--- config.mk ---
export PLATFORM = sky130hd
export DESIGN_NAME = dlx_vmac_seq
export DESIGN_NICKNAME = d
export VERILOG_FILES = /design/src/rtl/dlx_vmac_pkg.sv /design/src/rtl/dlx_vmac_agu.sv /design/src/rtl/dlx_vmac_seq.sv
export SDC_FILE = /design/constraint.sdc
export NUM_CORES = 1
export LEC_CHECK = 0
export BUFFER_PORTS_ARGS = -buffer_cell sky130_fd_sc_hd__clkbuf_2
export CORE_ASPECT_RATIO = 0.7
export CORE_MARGIN = 2
export CORE_UTILIZATION = 30
export CTS_CLUSTER_DIAMETER = 60
export DETAILED_ROUTE_END_ITERATION = 10
export GPL_TIMING_DRIVEN = 0
export PLACE_DENSITY_LB_ADDON = 0.05
export SLEW_MARGIN = 10
export SYNTH_ARGS = -nofsm -noshare
export SYNTH_HDL_FRONTEND = slang
export SYNTH_SLANG_ARGS = --single-unit
--- constraint.sdc ---
create_clock -name CLK -period 4.1 [get_ports CLK]
set_input_delay 0.205 -clock CLK [delete_from_list [all_inputs] [get_ports CLK]]
set_output_delay 0.205 -clock CLK [all_outputs]
set_load 0.02 [all_outputs]
--- src/rtl/dlx_vmac_pkg.sv ---
// dlx_vmac_pkg: state encoding and default widths shared by the VDOT sequencer
package dlx_vmac_pkg;
    localparam int DEF_ADDR_W = 32;
    localparam int DEF_DATA_W = 32;
    localparam int DEF_LEN_W = 8;
    localparam int DEF_ADDR_STEP = 1;
    typedef enum logic [2:0] {
        IDLE = 3'd0,
        RDA  = 3'd1,
        RDB  = 3'd2,
        ACC  = 3'd3,
        DONE = 3'd4
    } vmac_state_t;
endpackage

--- src/rtl/dlx_vmac_agu.sv ---
// dlx_vmac_agu: latched vector bases, element index counter and operand address mux
module dlx_vmac_agu
    import dlx_vmac_pkg::*;
#(
    parameter int ADDR_W = DEF_ADDR_W,
    parameter int LEN_W = DEF_LEN_W,
    parameter int ADDR_STEP = DEF_ADDR_STEP
) (
    input  logic              CLK,
    input  logic              RESET,
    input  logic              load,
    input  logic              inc,
    input  logic              sel_b,
    input  logic [ADDR_W-1:0] base_a,
    input  logic [ADDR_W-1:0] base_b,
    input  logic [LEN_W-1:0]  len,
    output logic [ADDR_W-1:0] addr,
    output logic              first,
    output logic              last
);
    logic [ADDR_W-1:0] base_a_q, base_b_q;
    logic [LEN_W-1:0] len_q, idx;
    always_ff @(posedge CLK) begin
        if (RESET) begin
            base_a_q <= '0;
            base_b_q <= '0;
            len_q <= '0;
            idx <= '0;
        end else if (load) begin
            base_a_q <= base_a;
            base_b_q <= base_b;
            len_q <= len;
            idx <= '0;
        end else if (inc) begin
            idx <= idx + LEN_W'(1);
        end
    end
    // modulo-2^ADDR_W arithmetic; wrap past the top of memory is intentional
    assign addr = (sel_b ? base_b_q : base_a_q) + ADDR_W'(idx) * ADDR_W'(ADDR_STEP);
    assign first = idx == '0;
    assign last = idx + LEN_W'(1) == len_q;
endmodule

--- src/rtl/dlx_vmac_seq.sv ---
// dlx_vmac_seq: VDOT multiply-accumulate sequencer; define DLX_VMAC_ABORT_EN for the abort input
module dlx_vmac_seq
    import dlx_vmac_pkg::*;
#(
    parameter int ADDR_W = DEF_ADDR_W,
    parameter int DATA_W = DEF_DATA_W,
    parameter int LEN_W = DEF_LEN_W,
    parameter int ADDR_STEP = DEF_ADDR_STEP
) (
    input  logic              CLK,
    input  logic              RESET,
    input  logic              start,
`ifdef DLX_VMAC_ABORT_EN
    input  logic              abort,
`endif
    input  logic [ADDR_W-1:0] base_a,
    input  logic [ADDR_W-1:0] base_b,
    input  logic [LEN_W-1:0]  len,
    input  logic              busy,
    input  logic [DATA_W-1:0] mem_data,
    output logic [ADDR_W-1:0] mem_addr,
    output logic              MR,
    output logic [DATA_W-1:0] opA,
    output logic [DATA_W-1:0] opB,
    output logic              MAC_EN,
    output logic              MAC_RST,
    output logic              seq_busy,
    output logic              done,
    output logic              err,
    output logic [2:0]        STATE_o
);
    vmac_state_t state, state_nx;
    logic err_q, err_nx, load, cap_a, cap_b, first, last, ab;
    logic [ADDR_W-1:0] agu_addr;
`ifdef DLX_VMAC_ABORT_EN
    assign ab = abort;
`else
    assign ab = 1'b0;
`endif
    dlx_vmac_agu #(
        .ADDR_W(ADDR_W),
        .LEN_W(LEN_W),
        .ADDR_STEP(ADDR_STEP)
    ) u_agu (
        .CLK(CLK),
        .RESET(RESET),
        .load(load),
        .inc(MAC_EN),
        .sel_b(state == RDB),
        .base_a(base_a),
        .base_b(base_b),
        .len(len),
        .addr(agu_addr),
        .first(first),
        .last(last)
    );
    always_ff @(posedge CLK) begin
        if (RESET) begin
            state <= IDLE;
            err_q <= 1'b0;
            opA <= '0;
            opB <= '0;
        end else begin
            state <= state_nx;
            err_q <= err_nx;
            if (cap_a) opA <= mem_data;
            if (cap_b) opB <= mem_data;
        end
    end
    always_comb begin
        state_nx = state;
        err_nx = err_q;
        load = 1'b0;
        case (state)
            IDLE: begin
                load = start;
                state_nx = !start ? IDLE : len == '0 ? DONE : RDA;
                err_nx = start ? len == '0 : err_q;
            end
            RDA: begin
                state_nx = ab ? DONE : busy ? RDA : RDB;
                err_nx = ab;
            end
            RDB: begin
                state_nx = ab ? DONE : busy ? RDB : ACC;
                err_nx = ab;
            end
            ACC: begin
                state_nx = (last || ab) ? DONE : RDA;
                err_nx = ab;
            end
            default: state_nx = IDLE;
        endcase
    end
    // an abort takes priority over a read completing in the same cycle
    assign cap_a = state == RDA && !busy && !ab;
    assign cap_b = state == RDB && !busy && !ab;
    assign MR = state == RDA || state == RDB;
    assign mem_addr = MR ? agu_addr : '0;
    assign MAC_EN = state == ACC;
    assign MAC_RST = MAC_EN && first;
    assign seq_busy = state != IDLE;
    assign done = state == DONE;
    assign err = done && err_q;
    assign STATE_o = state;
endmodule

==> reports/results.txt <==
Minimum clock period = 3.808 ns
Pleak = 3.887 nW
Core area = 22,850 um^2
Synth area leaders = dfxtp_1, nand2_1, a21oi_1, xnor2_1, clkbuf_1
Logic gate share of total power = 16.2%
Row cnt = 46
First-pass GRT wire length = 39,200 um
Post-Synth Simple-Gate Area = 27.86%
Total power = 3.805 mW
Final setup viols = 0
Average wire per standard cell = 16.16 um
Sequential share of power = 41.7%
Grt met1 use = 30.54%
Power density over the cells = 388.0 nW/um^2
VDD IR max = 284.5 uV
Worst-path clk slew = 0.06 ns
Die area = 24,790 um^2
Synthesized area per cell = 7.392 um^2
TNS Setup = 0 ns
CP delay by family, top = buffers and inverters
Clock skew = 0.01127 ns
Routed vias = 7,362
Ys Warns = 0
Share of flip-flops with an asynchronous set or reset = 0%
Chip width = 187.3 um
Initial Utilization = 30.89%
Adder-Cell Fraction of Synth Area = 2.410%
# diodes = 0
Largest family of logic cells by synthesized area = simple AND/OR/NAND/NOR gates
Final period util = 92.87%
DIE HEIGHT = 132.3 um
Largest net degree at the start of global routing = 20
Most Crowded Layer GR = met1
Switching Fraction = 28.40%
CP max stage delay = 0.37 ns
Post-synth top area share = 41.97%
Vias in the first global route = 7,013
Synth-to-layout area growth = 38.90%
Drt pass-1 iters = 4
Critical Path Fanout Max = 28
Met3 Usage GRT = 4.898%
Initial antenna violation count = 0
Synth Area in Compound Gates = 15.14%
Mux contribution to synthesized area = 3.155%
DR iter-0 viols = 386
CTS H-tree lvls = 4
Final #Nets = 1,358
Clock share of power = 42.0%
Overall routing resource usage = 20.32%
Critical path buffers and inverters = 6
Max Cap Violations = 0
Crit-path cells = clkbuf_4 > or3b_1 > buf_6 > buf_6 > nand2_1 > nand2_2 > ha_4 > a21o_1 > a221oi_4 > o31ai_4 > buf_6 > o2111ai_2 > buf_4 > a21oi_2 > nor3_4 > buf_6
CTS Buf Count = 17
Status = finished clean
Share of layout cells above drive strength 1 = 22.92%
Arrival time worst endpoint = 3.60 ns
Worst Path Required = 3.89 ns
Post-synthesis instance total = 955
Post-Syn Area = 7059 um^2
Hold violation total from the final report = 0
Final WL = 25,210 um
Residual DRC = 0
Post-synthesis cell type count = 53
RSZ-0062 raised after global routing = no
Seq cells post-synth = 148
Net Switching = 1.080 mW
CTS tree = built
Vias per cell = 4.719
HPWL Detailed = 19,220 um
Met2 usage = 29.00%
Syn nets = 1,076
Ys flop type = dfxtp_1
Overflow after GRT = 0
Critical path launch point type = flop
Fmax = 262.6 MHz
Worst Hold Slack = 0.01286 ns
Worst Hold Class = in2reg
Max Slew Vio Count = 0
Worst skew pair latency = 0.43 ns
Root buf cell = clkbuf_16
Area leader, netlist = dfxtp_1
Number of clock sinks = 148
EDFF count, synth = 0
Port-buffer cells = 212
Post-route antenna net violation count = 0
Xor/xnor share of the synthesized area = 5.211%
Critical path class = reg2out
Slew headroom = 36.35%
CP max-delay cell = or3b_1
Clock buffer depth = 2
Routability cong. = 0.8224
Kind of end point of the critical path = output port
Int Pwr = 2.724 mW
Cell mode on critical path = buf_6
# IOs = 213
Pin slew with the least headroom to its limit = 0.9415 ns
Register area share after synthesis = 41.97%
[cell families after synthesis]
group | count (synthesis)
simple gates | 466
compound gates | 194
flops | 148
buf+inv | 71
xor+xnor | 42
mux | 21
fa+ha+maj | 13
[final timing paths]
kind                               endpoint             startpoint  slack [ns]  depth (start not counted)
min reg2reg            opB[31]$_SDFFE_PP0P_   opB[31]$_SDFFE_PP0P_        0.45                          2
max reg2reg            opB[29]$_SDFFE_PP0P_  STATE_o[0]$_SDFF_PP0_        1.71                          8
max                            mem_addr[27]  STATE_o[0]$_SDFF_PP0_        0.29                         16
min          u_agu.base_b_q[8]$_SDFFE_PP0P_              base_b[8]        0.01                          3
[per-layer routing]
| layer | up-vias | wire [um] |
|---|---|---|
| met5 | - | 0 |
| met4 | 0 | 219 |
| met3 | 14 | 1264 |
| met2 | 179 | 10280 |
| met1 | 3397 | 13450 |
| li1 | 3772 | - |
[cells in the mapped netlist (4+ instances only)]
library cell / n
a21o_1: 5
a21oi_1: 153
and2_1: 5
and3_1: 5
clkbuf_1: 54
dfxtp_1: 148
ha_1: 12
inv_1: 7
mux2i_1: 20
nand2_1: 327
nand2b_1: 4
nand3_1: 33
nand4_1: 16
nor2_1: 46
nor3_1: 8
nor4_1: 5
o21ai_0: 10
o22ai_1: 6
xnor2_1: 25
xor2_1: 17
[layout make-up]
| cell class | instances | area, um^2 |
|---|---|---|
| Inverter | 8 | 30.03 |
| Clock inverter | 10 | 132.6 |
| Clock buffer | 20 | 456.7 |
| Buffer | 60 | 271.5 |
| Fill cell | 2487 | 13040 |
| Tap cell | 312 | 390.4 |
| Timing Repair Buffer | 266 | 1599 |
| Multi-Input combinational cell | 736 | 3963 |
| Sequential cell | 148 | 2963 |
[flip-flops by register name, summed over array words and instances, names as in the netlist]
name            count
opA                32
opB                32
u_agu.base_a_q     32
u_agu.base_b_q     32
u_agu.idx           8
u_agu.len_q         8
STATE_o             3
err_q               1
[worst reg2reg max path: cells and delay by family, from the launching register on]
family                 cells  cell delay [ns]
AOI/OAI and AO/OA          1             0.13
and+or+nand+nor            3             0.90
buffers and inverters      4             0.99
DFF                        1             0.31
[power by group through the flow]
stage                     clock network [mW]  registers [mW]  logic [mW]
after global placement                     0            1.62       0.576
after detailed placement                   0            1.62       0.577
final                                   1.60            1.59       0.618
after global routing                    1.70            1.60       0.690
after CTS                               1.64            1.59       0.620
after floorplan                            0            1.63       0.324
[repair_timing]
| item | CTS | global route |
|---|---|---|
| gates cloned | 1 | 0 |
| hold buffers | 47 | 0 |
| buffers inserted | 5 | 1 |
| setup endpoints to repair | 27 | 22 |
| pin swaps | 5 | 6 |
| gates resized for setup | 20 | 26 |
| endpoints found under the hold margin | 51 | 0 |
[layout by cell type (no fill, tap or decap), types with 7 or more instances in the layout]
cell	count
a21oi_1	149
buf_4	9
clkbuf_1	52
clkbuf_16	17
clkbuf_2	207
dfxtp_1	148
dlygate4sd3_1	47
ha_1	9
inv_1	7
mux2i_1	20
nand2_1	326
nand3_1	32
nand4_1	16
nor2_1	43
nor3_1	7
o21ai_0	9
xnor2_1	25
xor2_1	17
[through the flow]
step	instance area, um^2	worst slack, ns	instances	utilization, %
2_1_floorplan	7059	0.3194	955	-
3_3_place_gp	8511	-0.5999	1479	37.25
3_5_place_dp	8511	-0.6187	1479	37.25
4_1_cts	9694	0.007903	1560	42.43
6_report	9806	0.2925	1560	42.91
5_1_grt	9806	0.1140	1560	42.91
Note: power is estimated with default switching activity, not from simulation.
